$ cat src/rtl/morse_sequencer.sv
// Morse letter transmitter: plays an S-Z table letter or a custom MSB-first pattern,
// one element per tick, followed by a fixed gap, with start/busy/done, repeat and abort.
module morse_sequencer #(
   parameter int TICK_DIV  = 25_000_000,
   parameter int CNT_W     = 25,
   parameter int GAP_UNITS = 3,
   parameter int PATTERN_W = 16,
   parameter int LEN_W     = 5
) (
   input  logic                 clock,
   input  logic                 reset,
   input  logic                 start,
   input  logic [2:0]           select,
   input  logic                 use_custom,
   input  logic [PATTERN_W-1:0] pattern_in,
   input  logic [LEN_W-1:0]     len_in,
   input  logic                 repeat_en,
   input  logic                 abort,
   output logic                 out,
   output logic                 busy,
   output logic                 done
);

   localparam int GAP_W = $clog2(GAP_UNITS + 1);
   localparam logic [CNT_W-1:0] TICK_RELOAD = CNT_W'(TICK_DIV - 1);
   localparam logic [GAP_W-1:0] GAP_LOAD    = GAP_W'(GAP_UNITS);
   localparam logic [LEN_W-1:0] LEN_MAX     = LEN_W'(PATTERN_W);

   typedef enum logic [1:0] {IDLE, SEND, GAP} state_t;

   state_t               state, state_next;
   logic [PATTERN_W-1:0] shift_reg, shift_next, shifted;
   logic [PATTERN_W-1:0] latched_pattern, pattern_next;
   logic [LEN_W-1:0]     latched_len, len_next;
   logic [LEN_W-1:0]     elem_cnt, elem_next;
   logic [GAP_W-1:0]     gap_cnt, gap_next;
   logic [CNT_W-1:0]     tick_cnt, tick_next;
   logic                 out_next, done_next, tick, launch;
   logic [15:0]          table_bits;
   logic [3:0]           table_len;
   logic [PATTERN_W-1:0] table_pattern, launch_pattern;
   logic [LEN_W-1:0]     raw_len, launch_len;

   always_comb begin
      table_bits = 16'h0000;
      table_len  = 4'd0;
      case (select)
         3'd0: begin table_bits = 16'hA800; table_len = 4'd5;  end
         3'd1: begin table_bits = 16'hE000; table_len = 4'd3;  end
         3'd2: begin table_bits = 16'hAE00; table_len = 4'd7;  end
         3'd3: begin table_bits = 16'hAB80; table_len = 4'd9;  end
         3'd4: begin table_bits = 16'hBB80; table_len = 4'd9;  end
         3'd5: begin table_bits = 16'hEAE0; table_len = 4'd11; end
         3'd6: begin table_bits = 16'hEBB8; table_len = 4'd13; end
         3'd7: begin table_bits = 16'hEEA0; table_len = 4'd11; end
         default: ;
      endcase
   end

   // Keep the table letter MSB-aligned whatever the pattern width is.
   assign table_pattern = PATTERN_W'({table_bits, {PATTERN_W{1'b0}}} >> 16);
   assign raw_len       = use_custom ? len_in : LEN_W'(table_len);

   // A fresh start takes the inputs; a repeat replays what was latched.
   always_comb begin
      if (state == IDLE) begin
         launch_pattern = use_custom ? pattern_in : table_pattern;
         launch_len     = (raw_len > LEN_MAX) ? LEN_MAX : raw_len;
      end else begin
         launch_pattern = latched_pattern;
         launch_len     = latched_len;
      end
   end

   assign tick    = (tick_cnt == '0);
   assign shifted = shift_reg << 1;
   assign busy    = (state != IDLE);

   always_comb begin
      state_next   = state;
      shift_next   = shift_reg;
      elem_next    = elem_cnt;
      gap_next     = gap_cnt;
      tick_next    = tick ? TICK_RELOAD : tick_cnt - CNT_W'(1);
      pattern_next = latched_pattern;
      len_next     = latched_len;
      out_next     = 1'b0;
      done_next    = 1'b0;
      launch       = 1'b0;
      case (state)
         IDLE: begin
            tick_next = TICK_RELOAD;
            if (start) begin
               launch       = 1'b1;
               pattern_next = launch_pattern;
               len_next     = launch_len;
            end
         end
         SEND: begin
            out_next = shift_reg[PATTERN_W-1];
            if (tick) begin
               if (elem_cnt == LEN_W'(1)) begin
                  state_next = GAP;
                  gap_next   = GAP_LOAD;
                  out_next   = 1'b0;
               end else begin
                  shift_next = shifted;
                  elem_next  = elem_cnt - LEN_W'(1);
                  out_next   = shifted[PATTERN_W-1];
               end
            end
         end
         GAP: begin
            if (tick) begin
               if (gap_cnt == GAP_W'(1)) begin
                  if (repeat_en) begin
                     launch = 1'b1;
                  end else begin
                     state_next = IDLE;
                     done_next  = 1'b1;
                  end
               end else begin
                  gap_next = gap_cnt - GAP_W'(1);
               end
            end
         end
         default: state_next = IDLE;
      endcase
      // A zero-length letter is just its gap.
      if (launch) begin
         if (launch_len == '0) begin
            state_next = GAP;
            gap_next   = GAP_LOAD;
         end else begin
            state_next = SEND;
            shift_next = launch_pattern;
            elem_next  = launch_len;
            out_next   = launch_pattern[PATTERN_W-1];
         end
      end
      if (abort) begin
         state_next = IDLE;
         out_next   = 1'b0;
         done_next  = 1'b0;
         tick_next  = TICK_RELOAD;
      end
   end

   always_ff @(posedge clock) begin
      if (reset) begin
         state           <= IDLE;
         shift_reg       <= '0;
         latched_pattern <= '0;
         latched_len     <= '0;
         elem_cnt        <= '0;
         gap_cnt         <= '0;
         tick_cnt        <= '0;
         out             <= 1'b0;
         done            <= 1'b0;
      end else begin
         state           <= state_next;
         shift_reg       <= shift_next;
         latched_pattern <= pattern_next;
         latched_len     <= len_next;
         elem_cnt        <= elem_next;
         gap_cnt         <= gap_next;
         tick_cnt        <= tick_next;
         out             <= out_next;
         done            <= done_next;
      end
   end

endmodule

$ cat config.mk
export PLATFORM = sky130hd
export DESIGN_NAME = morse_sequencer
export DESIGN_NICKNAME = d
export VERILOG_FILES = /design/src/rtl/morse_sequencer.sv
export SDC_FILE = /design/constraint.sdc
export NUM_CORES = 1
export LEC_CHECK = 0
export BUFFER_PORTS_ARGS = -buffer_cell sky130_fd_sc_hd__buf_4
export CORE_ASPECT_RATIO = 1.25
export CORE_UTILIZATION = 45
export CTS_CLUSTER_SIZE = 12
export DETAILED_ROUTE_END_ITERATION = 10
export SLEW_MARGIN = 20
export SYNTH_ARGS = -nofsm -noshare
export SYNTH_HDL_FRONTEND = slang
export SYNTH_SLANG_ARGS = --single-unit
$ cat constraint.sdc
create_clock -name clock -period 6.45 [get_ports clock]
set_input_delay 1.6125 -clock clock [delete_from_list [all_inputs] [get_ports clock]]
set_output_delay 1.6125 -clock clock [all_outputs]
set_load 0.02 [all_outputs]
==> results.cfg <==
[status]
status = complete, no violations

[min_path]
min_path_cells = 2
hold_class = reg2reg
holdPathEnd = latched_pattern[11]
min-delay-start = latched_pattern[11]

[job]
max_cap_violations = 0

[critical_path]
critPathSlowestCell = a211oi_1
critPathLaunchType = input port
rr_endpoint = shift_reg[7]
cp_data_arrival_time_ps = 3970
path_class = in2reg
reg2reg_from = tick_cnt[9]
regToRegSetupSlack_ps = 3340
cp-end-kind = register
critPathMaxStageDelay_ps = 670
cp_max_fo = 11
crit_chain = buf_4 > inv_1 > ha_1 > nor4_1 > o221ai_1 > a211oi_1 > a21o_1 > a211oi_1 > nor4_1
cp.required_ps = 6710
r2r_cells = 6

[drt]
vias = 3480
wl_per_cell_um = 15.08
post_drt_via_cell_ratio = 5.577
drc = 0
first_pass_iters = 5
drtAntennaViolNets = 0
wl_um = 9413
first_iter_violations = 150

[power_and_ir_drop]
p_per_area_mw_per_mm2 = 238.5
power.leakage_nw = 1.678
max-vdd-ir-drop_mv = 0.1106

[global_routing]
antenna_found_initial = 0
grt.overflow.total = 0
grt_usage_pct = 21.94
grt_pass1_vias = 3191
grt_start_max_net_pins = 65
grt_pass1_wl_um = 15740

[clock_network]
cts_root_buf = clkbuf_8
holdBufCountCts = 0
clk_path_buf_depth = 2
post-cts-setup-buffer-count = 0
insertion_delay_ps = 360
clkSinkCount = 73
h-tree-depth = 3
cts_resized = 0
cts_tree = built
numCtsBuffers = 9
clk_pin_slew_worst_paths_ps = 80

[sta]
skew_ps = 11.87
maxSlewHeadroom_pct = 41.58
slew_viol_final = 0
final.setup.tns_ps = 0
period_needed_ps = 3705
min_period_over_period_pct = 57.44
hold_viol_final = 0
fmax_ghz = 0.2699
rsz0062_at_grt = no
tightest_slew_ps = 869.8
finalSetupViolations = 0

[synth]
synth_common_cells = 73 x dfxtp_1, 51 x a21oi_1, 46 x nor2_1
ys_ff_latch = 73
ys_warn_count = 0
avgSynthCellArea_um2 = 8.093
syn_area_mm2 = 0.003941
yosys.cell_count.top_type = dfxtp_1
synth_ff_type = dfxtp_1
synth_cells = 487
yosysSeqAreaShare_pct = 37.08
ys_types = 53
async_flop_share_pct = 0
synth_edf_count = 0
synth_area_leaders = dfxtp_1 37%, a211oi_1 7.0%, a21oi_1 6.5%
synth_nets = 531
post-synth-top-area-cell = dfxtp_1
netlist.area_leader.share_pct = 37.08

[floorplanning]
coreArea_mm2 = 0.008379
rows = 37
io_pins = 33
die-area_mm2 = 0.009139
die_y_um = 106.6
start_util_pct = 47.04
die_w_um = 85.71

[placed_design]
post_dp_cell_area_mm2 = 0.004235
dp_hpwl_um = 6560
port_buffers = 32
gp_congestion = 0.8147

[final_layout]
nNetsFinal = 546
largest_register_ffs = 25
drive_above_1_share_pct = 12.23
final_area_mm2 = 0.004418
antenna_cells = 0
num-fill-cells = 792
area_delta_synth_final_pct = 12.10
## placed cells by master (no fill, tap or decap), drive strengths merged, types with 5 or more instances in the layout
| cell type | n |
|---|---|
| xor2 | 8 |
| mux2i | 14 |
| nand2 | 41 |
| xnor2 | 14 |
| nor3 | 15 |
| a21oi | 51 |
| dfxtp | 73 |
| clkbuf | 12 |
| a211oi | 37 |
| or3 | 6 |
| nand3 | 17 |
| buf | 36 |
| nor4 | 12 |
| or4 | 5 |
| o21ai | 20 |
| nor2 | 46 |
| ha | 14 |
| nor2b | 14 |
| inv | 18 |
| and2b | 6 |
## report_power, final
group	total, mW	internal, mW	switching (mW)	leakage, nW
logic	0.203	0.0826	0.121	0.978
registers	0.510	0.487	0.0237	0.603
clock network	0.340	0.161	0.179	0.0963
total	1.05	0.730	0.323	1.68
## per-layer routing
layer | up-vias | share of wire, % | GRT usage, %
li1 | 1782 | - | -
met1 | 1630 | 48 | 28.65
met2 | 61 | 47 | 36.00
met3 | 7 | 3.7 | 3.926
met4 | 0 | 1.3 | 8.214
met5 | - | 0 | 0
## worst max-delay path by stage
stage,endpoint,slack [ps],startpoint,depth (start not counted)
after floorplan,state[0],3030,select[0],9
after global placement,out,2500,select[0],9
after detailed placement,out,2360,select[0],9
after CTS,out,2740,select[0],9
after global routing,out,2510,select[0],9
final,out,2750,select[0],9
## logic make-up after synthesis
| family | count (synthesis) | share of synthesized area (%) |
|---|---|---|
| buf+inv | 50 | 5.111 |
| mux | 14 | 3.555 |
| xor+xnor | 22 | 4.889 |
| flops | 73 | 37.08 |
| fa+ha+maj | 14 | 4.444 |
| compound gates | 131 | 20.79 |
| simple gates | 183 | 24.13 |
## final cells by class
cell class	instances	area, um^2	share of cell area [%]
multi-input cells	364	2290	51.83
flip-flops and latches	73	1461	33.08
repair buffers	36	270.3	6.117
clock buffers	12	155.1	3.512
well taps	117	146.4	3.313
inverters	18	67.56	1.529
clock inverters	4	27.53	0.6231
## critical path: cells and delay by family
family,cells,cell delay (ps)
AOI/OAI and AO/OA,4,1390
and+or+nand+nor,2,550
adders and majority gates,1,240
buffers and inverters,2,160
## through the flow
| step | utilization (%) | std cells | setup slack, ps | hold slack (ps) | power [mW] |
|---|---|---|---|---|---|
| 4_1_cts | 52.73 | 624 | 2744 | 458.9 | 1.059 |
| 2_1_floorplan | - | 487 | 3032 | 435.7 | 0.6637 |
| 3_3_place_gp | 50.46 | 608 | 2503 | 441.1 | 0.7196 |
| 6_report | 52.73 | 624 | 2745 | 455.9 | 1.054 |
| 3_5_place_dp | 50.54 | 608 | 2358 | 447.8 | 0.7237 |
| 5_1_grt | 52.73 | 624 | 2510 | 478.5 | 1.106 |
Note: power is estimated with default switching activity, not from simulation.
